--- config.mk ---
export PLATFORM = sky130hd
export DESIGN_NAME = ps2_kbd_rx
export DESIGN_NICKNAME = d
export VERILOG_FILES = /design/src/rtl/ps2_pkg.sv /design/src/rtl/ps2_fifo.sv /design/src/rtl/ps2_kbd_rx.sv
export SDC_FILE = /design/constraint.sdc
export NUM_CORES = 1
export LEC_CHECK = 0
export BUFFER_PORTS_ARGS = -buffer_cell sky130_fd_sc_hd__buf_2
export CAP_MARGIN = 0
export CORE_MARGIN = 1.5
export CORE_UTILIZATION = 40
export DETAILED_ROUTE_END_ITERATION = 8
export PLACE_DENSITY = 0.59
export REMOVE_ABC_BUFFERS = 1
export SYNTH_ARGS = -nofsm -noshare
export SYNTH_HDL_FRONTEND = slang
export SYNTH_SLANG_ARGS = --single-unit
--- constraint.sdc ---
create_clock -name clk -period 3.95 [get_ports clk]
set_input_delay 0.79 -clock clk [delete_from_list [all_inputs] [get_ports clk]]
set_output_delay 0.79 -clock clk [all_outputs]
set_load 0.01 [all_outputs]
--- src/rtl/ps2_pkg.sv ---
// Shared definitions for the PS/2 keyboard receiver: deframer state encoding,
// frame layout constants and watchdog scaling.
package ps2_pkg;

  typedef enum logic {
    IDLE  = 1'b0,
    SHIFT = 1'b1
  } ps2_state_t;

  localparam int FRAME_BITS = 11;
  localparam int PARITY_IDX = 9;
  localparam int STOP_IDX   = 10;

  // Watchdog limit = sysclk_frequency (in 100 kHz units) * 20 -> 200 us.
  localparam int WDOG_MULT  = 20;

  localparam int BIT_CNT_W  = $clog2(FRAME_BITS);

endpackage

--- src/rtl/ps2_fifo.sv ---
// Synchronous first-word-fall-through FIFO; dout shows the oldest entry while not empty.
// A push when full only succeeds if a pop happens in the same cycle.
module ps2_fifo #(
  parameter int depth_log2 = 3,
  parameter int width      = 8
) (
  input  logic                  clk,
  input  logic                  rst,
  input  logic                  push,
  input  logic [width-1:0]      din,
  input  logic                  pop,
  output logic [width-1:0]      dout,
  output logic                  full,
  output logic                  empty,
  output logic [depth_log2:0]   count
);

  localparam int DEPTH = 2 ** depth_log2;

  logic [width-1:0]      mem [DEPTH];
  logic [depth_log2-1:0] wr_ptr;
  logic [depth_log2-1:0] rd_ptr;
  logic                  do_push;
  logic                  do_pop;

  assign empty   = (count == '0);
  assign full    = (count == (depth_log2+1)'(DEPTH));
  assign do_pop  = pop && !empty;
  assign do_push = push && (!full || do_pop);

  // Head is forced to zero when empty so stale storage never leaks out.
  assign dout = empty ? '0 : mem[rd_ptr];

  always_ff @(posedge clk) begin
    if (do_push) mem[wr_ptr] <= din;
  end

  always_ff @(posedge clk or posedge rst) begin
    if (rst) begin
      wr_ptr <= '0;
      rd_ptr <= '0;
      count  <= '0;
    end else begin
      if (do_push) wr_ptr <= wr_ptr + 1'b1;
      if (do_pop)  rd_ptr <= rd_ptr + 1'b1;
      case ({do_push, do_pop})
        2'b10:   count <= count + 1'b1;
        2'b01:   count <= count - 1'b1;
        default: count <= count;
      endcase
    end
  end

endmodule

--- src/rtl/ps2_kbd_rx.sv ---
// PS/2 keyboard receiver: sync + glitch filter on the PS/2 clock, 11-bit deframer
// with start/parity/stop checks and watchdog, scancodes buffered in an FWFT FIFO.
module ps2_kbd_rx
  import ps2_pkg::*;
#(
  parameter int sysclk_frequency = 1000,
  parameter int filter_len       = 8,
  parameter int fifo_depth_log2  = 3
) (
  input  logic                       clk,
  input  logic                       reset_in,
  input  logic                       ps2_clk_in,
  input  logic                       ps2_dat_in,
  input  logic                       rd,
  output logic [7:0]                 data,
  output logic                       valid,
  output logic [fifo_depth_log2:0]   fifo_count,
  output logic                       parity_err,
  output logic                       frame_err,
  output logic                       overflow,
  input  logic                       err_clr
);

  localparam int WD_LIMIT = sysclk_frequency * WDOG_MULT;
  localparam int WD_W     = $clog2(WD_LIMIT + 1);
  localparam int FLT_W    = $clog2(filter_len + 1);

  logic [1:0]       clk_sync;
  logic [1:0]       dat_sync;
  logic             clk_s;
  logic             dat_s;
  logic             filt;
  logic [FLT_W-1:0] flt_cnt;
  logic             flt_flip;
  logic             fall;

  ps2_state_t            state, state_n;
  logic [BIT_CNT_W-1:0]  bit_cnt, bit_cnt_n;
  logic [PARITY_IDX-1:0] shreg, shreg_n;
  logic [WD_W-1:0]       wd_cnt, wd_n;
  logic                  push_req, push_n;
  logic                  perr_evt, perr_n;
  logic                  ferr_evt, ferr_n;

  logic fifo_full;
  logic fifo_empty;
  logic pop;
  logic ovf_set;

  assign clk_s = clk_sync[1];
  assign dat_s = dat_sync[1];

  always_ff @(posedge clk or posedge reset_in) begin
    if (reset_in) begin
      clk_sync <= 2'b11;
      dat_sync <= 2'b11;
    end else begin
      clk_sync <= {clk_sync[0], ps2_clk_in};
      dat_sync <= {dat_sync[0], ps2_dat_in};
    end
  end

  // The filtered clock follows only after filter_len consecutive disagreeing cycles.
  assign flt_flip = (clk_s != filt) && (flt_cnt == FLT_W'(filter_len - 1));
  assign fall     = flt_flip && filt;

  always_ff @(posedge clk or posedge reset_in) begin
    if (reset_in) begin
      filt    <= 1'b1;
      flt_cnt <= '0;
    end else if (clk_s == filt) begin
      flt_cnt <= '0;
    end else if (flt_flip) begin
      filt    <= clk_s;
      flt_cnt <= '0;
    end else begin
      flt_cnt <= flt_cnt + 1'b1;
    end
  end

  always_ff @(posedge clk or posedge reset_in) begin
    if (reset_in) begin
      state    <= IDLE;
      bit_cnt  <= '0;
      shreg    <= '0;
      wd_cnt   <= '0;
      push_req <= 1'b0;
      perr_evt <= 1'b0;
      ferr_evt <= 1'b0;
    end else begin
      state    <= state_n;
      bit_cnt  <= bit_cnt_n;
      shreg    <= shreg_n;
      wd_cnt   <= wd_n;
      push_req <= push_n;
      perr_evt <= perr_n;
      ferr_evt <= ferr_n;
    end
  end

  always_comb begin
    state_n   = state;
    bit_cnt_n = bit_cnt;
    shreg_n   = shreg;
    wd_n      = wd_cnt;
    push_n    = 1'b0;
    perr_n    = 1'b0;
    ferr_n    = 1'b0;
    case (state)
      IDLE: begin
        wd_n = '0;
        if (fall) begin
          if (!dat_s) begin
            state_n   = SHIFT;
            bit_cnt_n = BIT_CNT_W'(1);
          end else begin
            ferr_n = 1'b1;
          end
        end
      end
      SHIFT: begin
        if (fall) begin
          wd_n = '0;
          if (bit_cnt == BIT_CNT_W'(STOP_IDX)) begin
            state_n = IDLE;
            if (!dat_s)        ferr_n = 1'b1;
            else if (!(^shreg)) perr_n = 1'b1;
            else               push_n = 1'b1;
          end else begin
            // Data LSB first then parity; after 9 shifts shreg = {parity, byte}.
            shreg_n   = {dat_s, shreg[PARITY_IDX-1:1]};
            bit_cnt_n = bit_cnt + 1'b1;
          end
        end else if (wd_cnt == WD_W'(WD_LIMIT - 1)) begin
          state_n = IDLE;
          ferr_n  = 1'b1;
          wd_n    = '0;
        end else begin
          wd_n = wd_cnt + 1'b1;
        end
      end
      default: state_n = IDLE;
    endcase
  end

  assign pop     = rd && valid;
  assign ovf_set = push_req && fifo_full && !pop;
  assign valid   = !fifo_empty;

  ps2_fifo #(
    .depth_log2 (fifo_depth_log2),
    .width      (8)
  ) u_fifo (
    .clk   (clk),
    .rst   (reset_in),
    .push  (push_req),
    .din   (shreg[7:0]),
    .pop   (pop),
    .dout  (data),
    .full  (fifo_full),
    .empty (fifo_empty),
    .count (fifo_count)
  );

  // Set takes priority over a coincident clear.
  always_ff @(posedge clk or posedge reset_in) begin
    if (reset_in) begin
      parity_err <= 1'b0;
      frame_err  <= 1'b0;
      overflow   <= 1'b0;
    end else begin
      if (perr_evt)     parity_err <= 1'b1;
      else if (err_clr) parity_err <= 1'b0;
      if (ferr_evt)     frame_err  <= 1'b1;
      else if (err_clr) frame_err  <= 1'b0;
      if (ovf_set)      overflow   <= 1'b1;
      else if (err_clr) overflow   <= 1'b0;
    end
  end

endmodule
After elaboration in Yosys (flattened, before gate mapping)

Memories as Yosys holds them, arrays and structs flattened.
Index checks and enable logic that the tools add are counted.

Register bits: 54
Bits in latches: 0
RAM bits: 64
Bits in read-only memories: 0
Memories kept: 1

Memory list:

| name       | depth | bits a word | read ports | clocked after memory_dff | wr ports | RTL line       | source |
|---|---|---|---|---|---|---|---|
| u_fifo.mem | 8     | 8           | 1          | 0                        | 1        | ps2_fifo.sv:20 | `logic [width-1:0] mem [DEPTH];` |

Add/sub/neg operators: 7
Multipliers: 0
Divide/modulo/power cells: 0
Magnitude comparators: 0
Eq/ne operators: 12
Shifts and indexed selects: 0
Multiplexer cells: 40
Bitwise logic cells: 3
Reduce and logical (&&, ||, !) cells: 20

Operators with widths:

| operator                                                              | count |
|---|---|
| 15-bit two-way mux                                                    | 2 |
| 15-bit one-hot mux with 2 select lines                                | 1 |
| 1-bit two-way mux                                                     | 26 |
| 4-bit two-way mux                                                     | 6 |
| 4-bit one-hot mux with 2 select lines                                 | 2 |
| 15-bit by 1-bit adder with 15-bit output, second input constant       | 1 |
| 15-bit equality test, second input constant                           | 1 |
| 4-bit by 1-bit adder with 4-bit output, second input constant         | 3 |
| 9-bit parity                                                          | 1 |
| 4-bit equality test, second input constant                            | 2 |
| 8-bit two-way mux                                                     | 1 |
| 2-bit inequality test, second input constant                          | 4 |
| 2-bit nonzero test                                                    | 4 |
| 1-bit logical AND                                                     | 7 |
| 3-bit by 1-bit adder with 3-bit output, second input constant         | 2 |
| 4-bit by 3-bit equality test with 1-bit output, second input constant | 1 |
| 4-bit zero test                                                       | 1 |
| 1-bit one-hot mux with 2 select lines                                 | 2 |
| 4-bit AND reduction                                                   | 1 |
| 4-bit by 1-bit subtractor with 4-bit output, second input constant    | 1 |
| 1-bit zero test                                                       | 3 |
| 1-bit inverter                                                        | 3 |
| 3-bit AND reduction                                                   | 1 |
| 2-bit by 1-bit equality test with 1-bit output, second input constant | 1 |
| 5 further kinds                                                       | 5 |

Longest topological paths before layout

Gate-level depths: netlist (run 1).

Depth after elaboration: 8
Gate-level depth with buffers: 11
Depth with buffers taken out: 11

Cells and area by module

Synthesis (run 1) repeated with hierarchy kept, for this count alone.

Cell total of the unflattened synthesis: 344
Area total of the unflattened synthesis: 5123.7 sq um

Modules (own cells, without submodules):

| module     | times used | cells an instance | area each (sq um) | sequential area each (sq um) |
|---|---|---|---|---|
| ps2_fifo   | 1          | 173               | 3101.7            | 2172.1 |
| ps2_kbd_rx | 1          | 171               | 2021.9            | 1107.3 |

Least setup slack after synthesis (run 1)

OpenSTA, ideal clock, no wires.

Path type: reg2reg
From: register u_fifo.count[2]
To: register u_fifo.count[2]
Setup time: 129 ps
Arrival: 2428 ps
Data required time: 3821 ps
Path slack: 1394 ps
Stages on the path, launching flop included: 12
Path buffers: 0
Cells stage by stage: dfrtp_1 or3_1 nor2_4 inv_1 and2_1 ha_1 xor2_1 ha_1 a21oi_1 xor2_1 nor2_1 xor2_1

Longest elaborated chain between the ends: 8
Elaborated cells between the ends (all ways): 14
Those cells by class: add/sub (2); eq/ne (3); mux (1); reduce/logical (8)

RTL lines:

| item                                                                                  | RTL line          | source |
|---|---|---|
| start: declaration                                                                    | ps2_fifo.sv:15    | `output logic [depth_log2:0] count` |
| start signal: assignment                                                              | ps2_fifo.sv:47    | `2'b10: count <= count + 1'b1;` |
| start signal: assignment                                                              | ps2_fifo.sv:48    | `2'b01: count <= count - 1'b1;` |
| start signal: assignment                                                              | ps2_fifo.sv:49    | `default: count <= count;` |
| 4-bit zero test *                                                                     | ps2_fifo.sv:26    | `assign empty = (count == '0);` |
| 1-bit zero test *                                                                     | ps2_kbd_rx.sv:148 | `assign valid = !fifo_empty;` |
| named net valid                                                                       | ps2_kbd_rx.sv:16  | `output logic valid,` |
| 1-bit logical AND                                                                     | ps2_kbd_rx.sv:146 | `assign pop = rd && valid;` |
| 1-bit logical AND *                                                                   | ps2_fifo.sv:28    | `assign do_pop = pop && !empty;` |
| named net u_fifo.do_pop                                                               | ps2_fifo.sv:24    | `logic do_pop;` |
| 1-bit logical OR                                                                      | ps2_fifo.sv:29    | `assign do_push = push && (!full \|\| do_pop);` |
| 1-bit logical AND                                                                     | ps2_fifo.sv:29    |  |
| 2-bit by 1-bit equality test with 1-bit output or 2-bit equality test (tied branches) | ps2_fifo.sv:46    | `case ({do_push, do_pop})` |
| 4-bit one-hot mux with 2 select lines or 2-bit nonzero test (tied branches)           | n/a               |  |

Mark *: on every way through the listed nets, which the timed path passes. The rest lies on a longest branch.
A chain may end at the register's enable or synchronous reset.

Worst setup path after layout (run 1)

From: register u_fifo.rd_ptr[0]
To: output port data[4]

Longest elaborated chain between the ends: 2

RTL lines:

| item                     | RTL line         | source |
|---|---|---|
| start: declaration       | ps2_fifo.sv:22   | `logic [depth_log2-1:0] rd_ptr;` |
| start signal: assignment | ps2_fifo.sv:45   | `if (do_pop) rd_ptr <= rd_ptr + 1'b1;` |
| memory read 8 x 8 bit    | n/a              |  |
| 8-bit two-way mux        | ps2_fifo.sv:32   | `assign dout = empty ? '0 : mem[rd_ptr];` |
| end: declaration         | ps2_kbd_rx.sv:15 | `output logic [7:0] data,` |

No other way between the ends.

==> impl_metrics.csv, run 1 <==
group,metric,value,unit
outcome,outcome,"finished, final reports clean",
route,wl,8688,µm
worst_hold_path,hold_start,"clk_sync[0]$_DFF_PP1_",
global_route,grt_pass1_vias,2831,
power_and_ir_drop,power_frac_comb,0.020,
setup_path,path_max_fanout,10,
timing,worst_slew_pin_slew,0.9588,ns
power_and_ir_drop,p_per_area,499.3,mW/mm²
flow_run,maxCapViolCount,0,
timing,max-slew-margin-rel,0.3584,
floorplanning,initial_utilization,0.4123,
route,drtIter0Drc,153,
setup_path,reg2reg_slack,1.18,ns
placement,dp_slack,1.167,ns
synth,yosys.area.top_type_share,0.3864,
route,routed-via-count,2742,
clock_tree,cts-root-buf,"clkbuf_16",
finish,layout-drive-gt1-share,0.2157,
finish,area_growth,18.34,%
global_route,gr-total-overflow,0,
setup_path,arrival,2.37,ns
setup_path,worst-setup-path-type,"reg -> out",
synth,synthArstFlopShare,0.4576,
global_route,track_usage,0.1491,
route,first_pass_iters,5,
synth,syn_area,0.004974,mm²
setup_path,end_kind,"output port",
floorplanning,fp.dieH,114.5,µm
timing,finalHoldViolCount,0,
setup_path,startpoint,"u_fifo.rd_ptr[0]$_DFFE_PP0P_",
timing,final.setup.worst_slack,0.7936,ns
placement,io_buffers,21,
clock_tree,cts_sinks,118,
route,drcViolationCount,0,
synth,synth_area_leaders,"edfxtp_1 39%, dfrtp_1 25%, mux4_2 7.2%",
finish,fillers,1034,
synth,ys_ff_latch,118,
setup_path,rr_startpoint,"u_fifo.count[2]$_DFFE_PP0P_",
route,viasPerCell,4.879,
finish,n_antenna_cell,0,
placement,dp_hpwl,5736,µm
timing,fmax,0.3168,GHz
floorplanning,core,0.01206,mm²
timing,finalCritPeriodShare,0.7991,
timing,setup_violations,0,
synth,syn_area_per_cell,14.33,µm²
global_route,grt_antenna_before_repair,0,
floorplanning,dieArea,0.01311,mm²
power_and_ir_drop,ir_drop,0.2753,mV
global_route,grt_max_degree,37,
floorplanning,num_rows,40,
clock_tree,htree_levels,4,
timing,slew_violations,0,
power_and_ir_drop,netSwitchingFraction,0.1967,
clock_tree,postCtsResizedCells,0,
synth,synthCells,347,
floorplanning,ios,22,
power_and_ir_drop,p_int,2361,µW
finish,nNetsFinal,396,
timing,setup-tns-final,0,ns
synth,synth_edf_count,64,
route,drtAntennaViolNets,0,
power_and_ir_drop,p_seq_frac,0.453,
clock_tree,cts_tree,"yes",
synth,ys_warn_count,0,
synth,yosysUniqueCellTypes,45,
clock_tree,clkSlewWorstSetupHoldPaths,0.05,ns
route,routedWlPerCell,15.46,µm
floorplanning,die_x,114.5,µm
clock_tree,worstSkewPairLatency,0.41,ns
power_and_ir_drop,p_clk_frac,0.527,
setup_path,start_kind,"flip-flop",
global_route,grt_pass1_wl,14410,µm
setup_path,reg2regPathDepth,11,
clock_tree,cts_setup_buffers,0,
power_and_ir_drop,power.leakage,0.002498,µW
synth,seq_area_frac_synth,0.6594,
timing,worst_clock_skew,0.007557,ns
timing,fin_crit,3.156,ns
clock_tree,clk_path_buf_depth,2,
synth,ys.flop_type,"edfxtp_1",
clock_tree,cts_hold_buf,0,
setup_path,cp.required,3.16,ns
clock_tree,cts_buffers,17,
power_and_ir_drop,switchingPower,578.0,µW
synth,synth_area_leader_cell,"edfxtp_1",
timing,grt_setup_unrepaired,"false",
placement,place_congestion,0.7825,
worst_hold_path,whs_path_depth,0,
worst_hold_path,hold_path.class,"reg -> reg",
power groups by stage:
stage	Clock [µW]	Sequential, µW	Combinational [µW]
finish	1550	1330	59.1
detailed placement	0	1350	61.0
floorplan	0	1350	45.8
global route	1640	1330	71.6
global placement	0	1350	58.9
CTS	1580	1330	61.5
final timing paths:
path                                                 to
min in group asynchronous          wd_cnt[11]$_DFF_PP0_
max in group asynchronous  u_fifo.rd_ptr[1]$_DFFE_PP0P_
hold reg to reg                   clk_sync[1]$_DFF_PP1_
hold / removal                    clk_sync[1]$_DFF_PP1_
setup reg to reg            u_fifo.count[2]$_DFFE_PP0P_
setup / recovery                                data[4]
layer usage:
layer  routed length, µm  vias up  global-route usage
met5                   0        -                   0
li1                    -     1334                   -
met1                3991     1366              0.1856
met2                4369       34              0.2451
met4                  85        0             0.06750
met3                 241        8             0.03864
logic make-up after synthesis:
| logic type | after synthesis | share of synthesized area |
|---|---|---|
| AND/OR/NAND/NOR | 120 | 0.1235 |
| flip-flops | 118 | 0.6594 |
| XOR/XNOR | 28 | 0.05207 |
| multiplexers | 28 | 0.09761 |
| AO/OA/AOI/OAI | 23 | 0.02818 |
| buffers and inverters | 21 | 0.01660 |
| adder cells (fa/ha/maj) | 9 | 0.02264 |
worst max-delay path, stage by stage, from the launching register on:
cell,delay (ns)
dfrtp_1,0.71
buf_4,0.33
mux4_2,0.51
mux2i_1,0.20
nor2_1,0.06
buf_2,0.14
layout make-up:
class	instances	area [µm²]	share of cell area
multi-input combinational	208	1612	0.2738
clock buffer	20	456.7	0.07759
clock inverter	12	151.4	0.02572
sequential	118	3279	0.5572
timing repair buffer	25	135.1	0.02296
tap	168	210.2	0.03571
inverter	11	41.29	0.007015
registers in the layout (all words and copies together) (netlist names), 3 cells and up:
signal         count
u_fifo.rd_ptr      3
u_fifo.mem        64
flt_cnt            4
bit_cnt            4
wd_cnt            15
shreg              9
u_fifo.wr_ptr      3
u_fifo.count       4
placed cells by master (no fill, tap or decap), types with 2 or more instances in the layout:
cell,instances
or3_1,3
bufinv_16,3
o31ai_1,2
clkinv_2,2
o21ai_0,6
buf_4,4
dfrtp_1,49
clkinvlp_4,4
nor2_1,35
and3b_1,2
nor4b_1,2
mux4_2,16
nand3_1,7
xnor2_1,11
mux2i_1,8
and2_1,3
and4_1,3
clkbuf_8,2
buf_2,21
xor2_1,16
mux2_2,4
nand2b_1,6
a21o_1,2
edfxtp_1,64
inv_1,10
clkbuf_16,17
a21oi_1,8
dfstp_2,5
nand4_1,5
or4_1,2
ha_1,9
nand2_1,35
nor2b_1,3
nor3_1,5
synthesized netlist by cell type, drive strengths merged (2+ instances only):
| master | number |
|---|---|
| o31ai | 2 |
| a21oi | 8 |
| or4 | 2 |
| nand3 | 7 |
| inv | 11 |
| and3b | 2 |
| a21o | 2 |
| xor2 | 16 |
| nand3b | 2 |
| edfxtp | 64 |
| nor2 | 36 |
| dfrtp | 49 |
| nor4b | 3 |
| and4 | 3 |
| nand4 | 5 |
| nand2 | 35 |
| buf | 5 |
| dfstp | 5 |
| xnor2 | 11 |
| and2 | 3 |
| nand2b | 6 |
| or3 | 3 |
| mux2 | 4 |
| nor2b | 3 |
| nor3 | 5 |
| clkbuf | 5 |
| o21ai | 7 |
| ha | 9 |
| mux2i | 8 |
| mux4 | 16 |
through the flow:
| stage | power, µW | util | cells | instance area (µm²) | hold WS, ns |
|---|---|---|---|---|---|
| finish | 2939 | 0.4880 | 562 | 5886 | 0.3525 |
| global route | 3041 | 0.4880 | 562 | 5886 | 0.3586 |
| CTS | 2972 | 0.4880 | 562 | 5886 | 0.3556 |
| detailed placement | 1415 | 0.4376 | 530 | 5278 | 0.3517 |
| global placement | 1412 | 0.4376 | 530 | 5278 | 0.3464 |
| floorplan | 1396 | - | 337 | 4932 | 0.3452 |
Power figures use the tool's default switching activity.
==> inputs of run 2 (changes only) <==
--- a/config.mk
+++ b/config.mk
@@ -10,7 +10,7 @@
 export CORE_MARGIN = 1.5
 export CORE_UTILIZATION = 40
 export DETAILED_ROUTE_END_ITERATION = 8
-export PLACE_DENSITY = 0.59
+export PLACE_DENSITY = 0.61
 export REMOVE_ABC_BUFFERS = 1
 export SYNTH_ARGS = -nofsm -noshare
 export SYNTH_HDL_FRONTEND = slang
==> constraint.sdc (replaced) <==
create_clock -name clk -period 2.65 [get_ports clk]
set_input_delay 0.53 -clock clk [delete_from_list [all_inputs] [get_ports clk]]
set_output_delay 0.53 -clock clk [all_outputs]
set_load 0.01 [all_outputs]
==> run 2 against run 1 <==
Effect of this change:
- combinational power is 49% higher
- register-to-register slack worse by 0.94 ns
- final cell count increased by 1.8%
- sequential share of layout area decreased by 0.80 points
- utilization increased by 0.73 points
==> impl_metrics.csv, run 2 (synthesized netlist as in run 1, its figures left out) <==
group,metric,value,unit
outcome,outcome,"finished, final reports clean",
global_route,grt-busiest-layer,"met2",
worst_hold_path,min_to,"clk_sync[0]$_DFF_PP1_",
setup_path,reg2reg_slack,0.24,ns
setup_path,path_max_fanout,18,
floorplanning,initial_utilization,0.4123,
finish,nNetsFinal,406,
global_route,grt_pass1_vias,2835,
timing,max-slew-margin-rel,0.1547,
timing,grt_setup_unrepaired,"false",
clock_tree,htree_levels,4,
global_route,grt_max_degree,42,
clock_tree,cts_buffers,17,
placement,io_buffers,21,
finish,final_common_cell,"edfxtp_1",
clock_tree,cts_tree,"yes",
timing,fmax,0.4013,GHz
setup_path,rr_startpoint,"u_fifo.count[0]$_DFFE_PP0P_",
global_route,grt_antenna_before_repair,0,
global_route,gr-total-overflow,0,
timing,slew_violations,0,
finish,fillers,1030,
worst_hold_path,whs_path_depth,1,
route,wl,8289,µm
route,drtIter0Drc,172,
clock_tree,worstSkewPairLatency,0.41,ns
route,first_pass_iters,4,
power_and_ir_drop,p_total,4403,µW
setup_path,worst-setup-path-type,"reg -> out",
route,viasPerCell,4.734,
finish,regMostFlops,"u_fifo.mem",
global_route,gr-usage-met2,0.2287,
timing,finalCritPeriodShare,0.9404,
global_route,gr-usage-met1,0.1811,
route,routedWlPerCell,14.49,µm
flow_run,maxCapViolCount,0,
finish,top_regs,"u_fifo.mem x64, wd_cnt x15, shreg x9",
placement,dp_hpwl,5487,µm
clock_tree,cts-root-buf,"clkbuf_16",
timing,worst_clock_skew,0.006770,ns
clock_tree,clkSlewWorstSetupHoldPaths,0.05,ns
floorplanning,dieArea,0.01311,mm²
finish,final_cell_mix,"64 x edfxtp_1, 48 x dfrtp_1, 35 x nand2_1, 35 x nor2_1, 21 x buf_2",
finish,layout-drive-gt1-share,0.2475,
global_route,grt_pass1_wl,14030,µm
floorplanning,core,0.01206,mm²
finish,largest_reg_flops,64,
clock_tree,clk_path_buf_depth,2,
setup_path,reg2reg_to,"u_fifo.count[2]$_DFFE_PP0P_",
worst_hold_path,hold_start,"ps2_clk_in",
setup_path,end_kind,"output port",
setup_path,cp.required,2.12,ns
timing,fin_crit,2.492,ns
route,routed-via-count,2708,
floorplanning,num_rows,40,
route,drtAntennaViolNets,0,
finish,n_antenna_cell,0,
setup_path,arrival,1.96,ns
finish,area_growth,20.10,%
timing,setup_violations,0,
setup_path,reg2regPathDepth,11,
clock_tree,cts_sinks,118,
timing,finalHoldViolCount,0,
floorplanning,ios,22,
worst_hold_path,hold_path.class,"in -> reg",
global_route,track_usage,0.1431,
floorplanning,fp.dieH,114.5,µm
timing,worst_slew_pin_slew,1.258,ns
route,drcViolationCount,0,
global_route,gr-usage-met3,0.03812,
setup_path,start_kind,"flip-flop",
placement,place_congestion,0.6982,
power_and_ir_drop,ir_drop,0.5400,mV
timing,setup-tns-final,0,ns
power_and_ir_drop,p_per_area,737.1,mW/mm²
power_and_ir_drop,power.leakage,0.002592,µW
floorplanning,die_x,114.5,µm
## run 2: per-layer routing
| metal | wire, µm | vias up |
|---|---|---|
| li1 | - | 1347 |
| met1 | 3980 | 1321 |
| met2 | 3960 | 30 |
| met3 | 194 | 10 |
| met4 | 153 | 0 |
| met5 | 0 | - |
## run 2: through the flow
| step | instances | worst slack [ns] | instance area, µm² | hold WS [ns] | utilization |
|---|---|---|---|---|---|
| floorplan | 337 | 0.09351 | 4932 | 0.3452 | - |
| global placement | 540 | 0.1905 | 5353 | 0.3472 | 0.4438 |
| detailed placement | 540 | 0.1561 | 5353 | 0.3487 | 0.4438 |
| CTS | 572 | 0.03388 | 5964 | 0.2016 | 0.4945 |
| global route | 572 | 0.02157 | 5973 | 0.2118 | 0.4952 |
| finish | 572 | 0.1579 | 5973 | 0.2213 | 0.4952 |
## run 2: worst max path at each step
stage | depth (start not counted) | to | slack (ns) | start
after floorplan | 11 | u_fifo.count[2]$_DFFE_PP0P_ | 0.09 | u_fifo.count[2]$_DFFE_PP0P_
after global placement | 11 | u_fifo.count[2]$_DFFE_PP0P_ | 0.19 | u_fifo.count[2]$_DFFE_PP0P_
after detailed placement | 11 | u_fifo.count[2]$_DFFE_PP0P_ | 0.16 | u_fifo.count[2]$_DFFE_PP0P_
after CTS | 4 | data[6] | 0.03 | u_fifo.rd_ptr[1]$_DFFE_PP0P_
after global routing | 5 | data[7] | 0.02 | u_fifo.rd_ptr[0]$_DFFE_PP0P_
final | 5 | data[6] | 0.16 | u_fifo.rd_ptr[0]$_DFFE_PP0P_
## run 2: repair_timing
item	4_1_cts	5_1_grt
resized for setup	0	3
hold buffers	0	0
setup endpoints to repair	0	7
buffers inserted	0	0
## run 2: final cells by class
class,count,area (µm²),share of cell area
inverters,11,41.29,0.006912
clock inverters,14,172.7,0.02891
clock buffers,18,439.2,0.07352
multi-input cells,208,1619,0.2711
well taps,168,210.2,0.03519
flip-flops and latches,118,3281,0.5492
repair buffers,35,210.2,0.03519
## run 2: report_power, final
group,leakage [µW],total [µW],switching (µW),internal [µW]
combinational,0.000817,88.3,51.8,36.5
sequential,0.00148,1980,24.1,1960
clock,0.000297,2330,823,1510
## run 2: critical path, cell delays in order (launching register included)
cell and delay [ns]:
dfrtp_1 0.32, buf_4 0.33, mux4_2 0.58, mux2i_1 0.14, nor2_1 0.05, buf_2 0.13
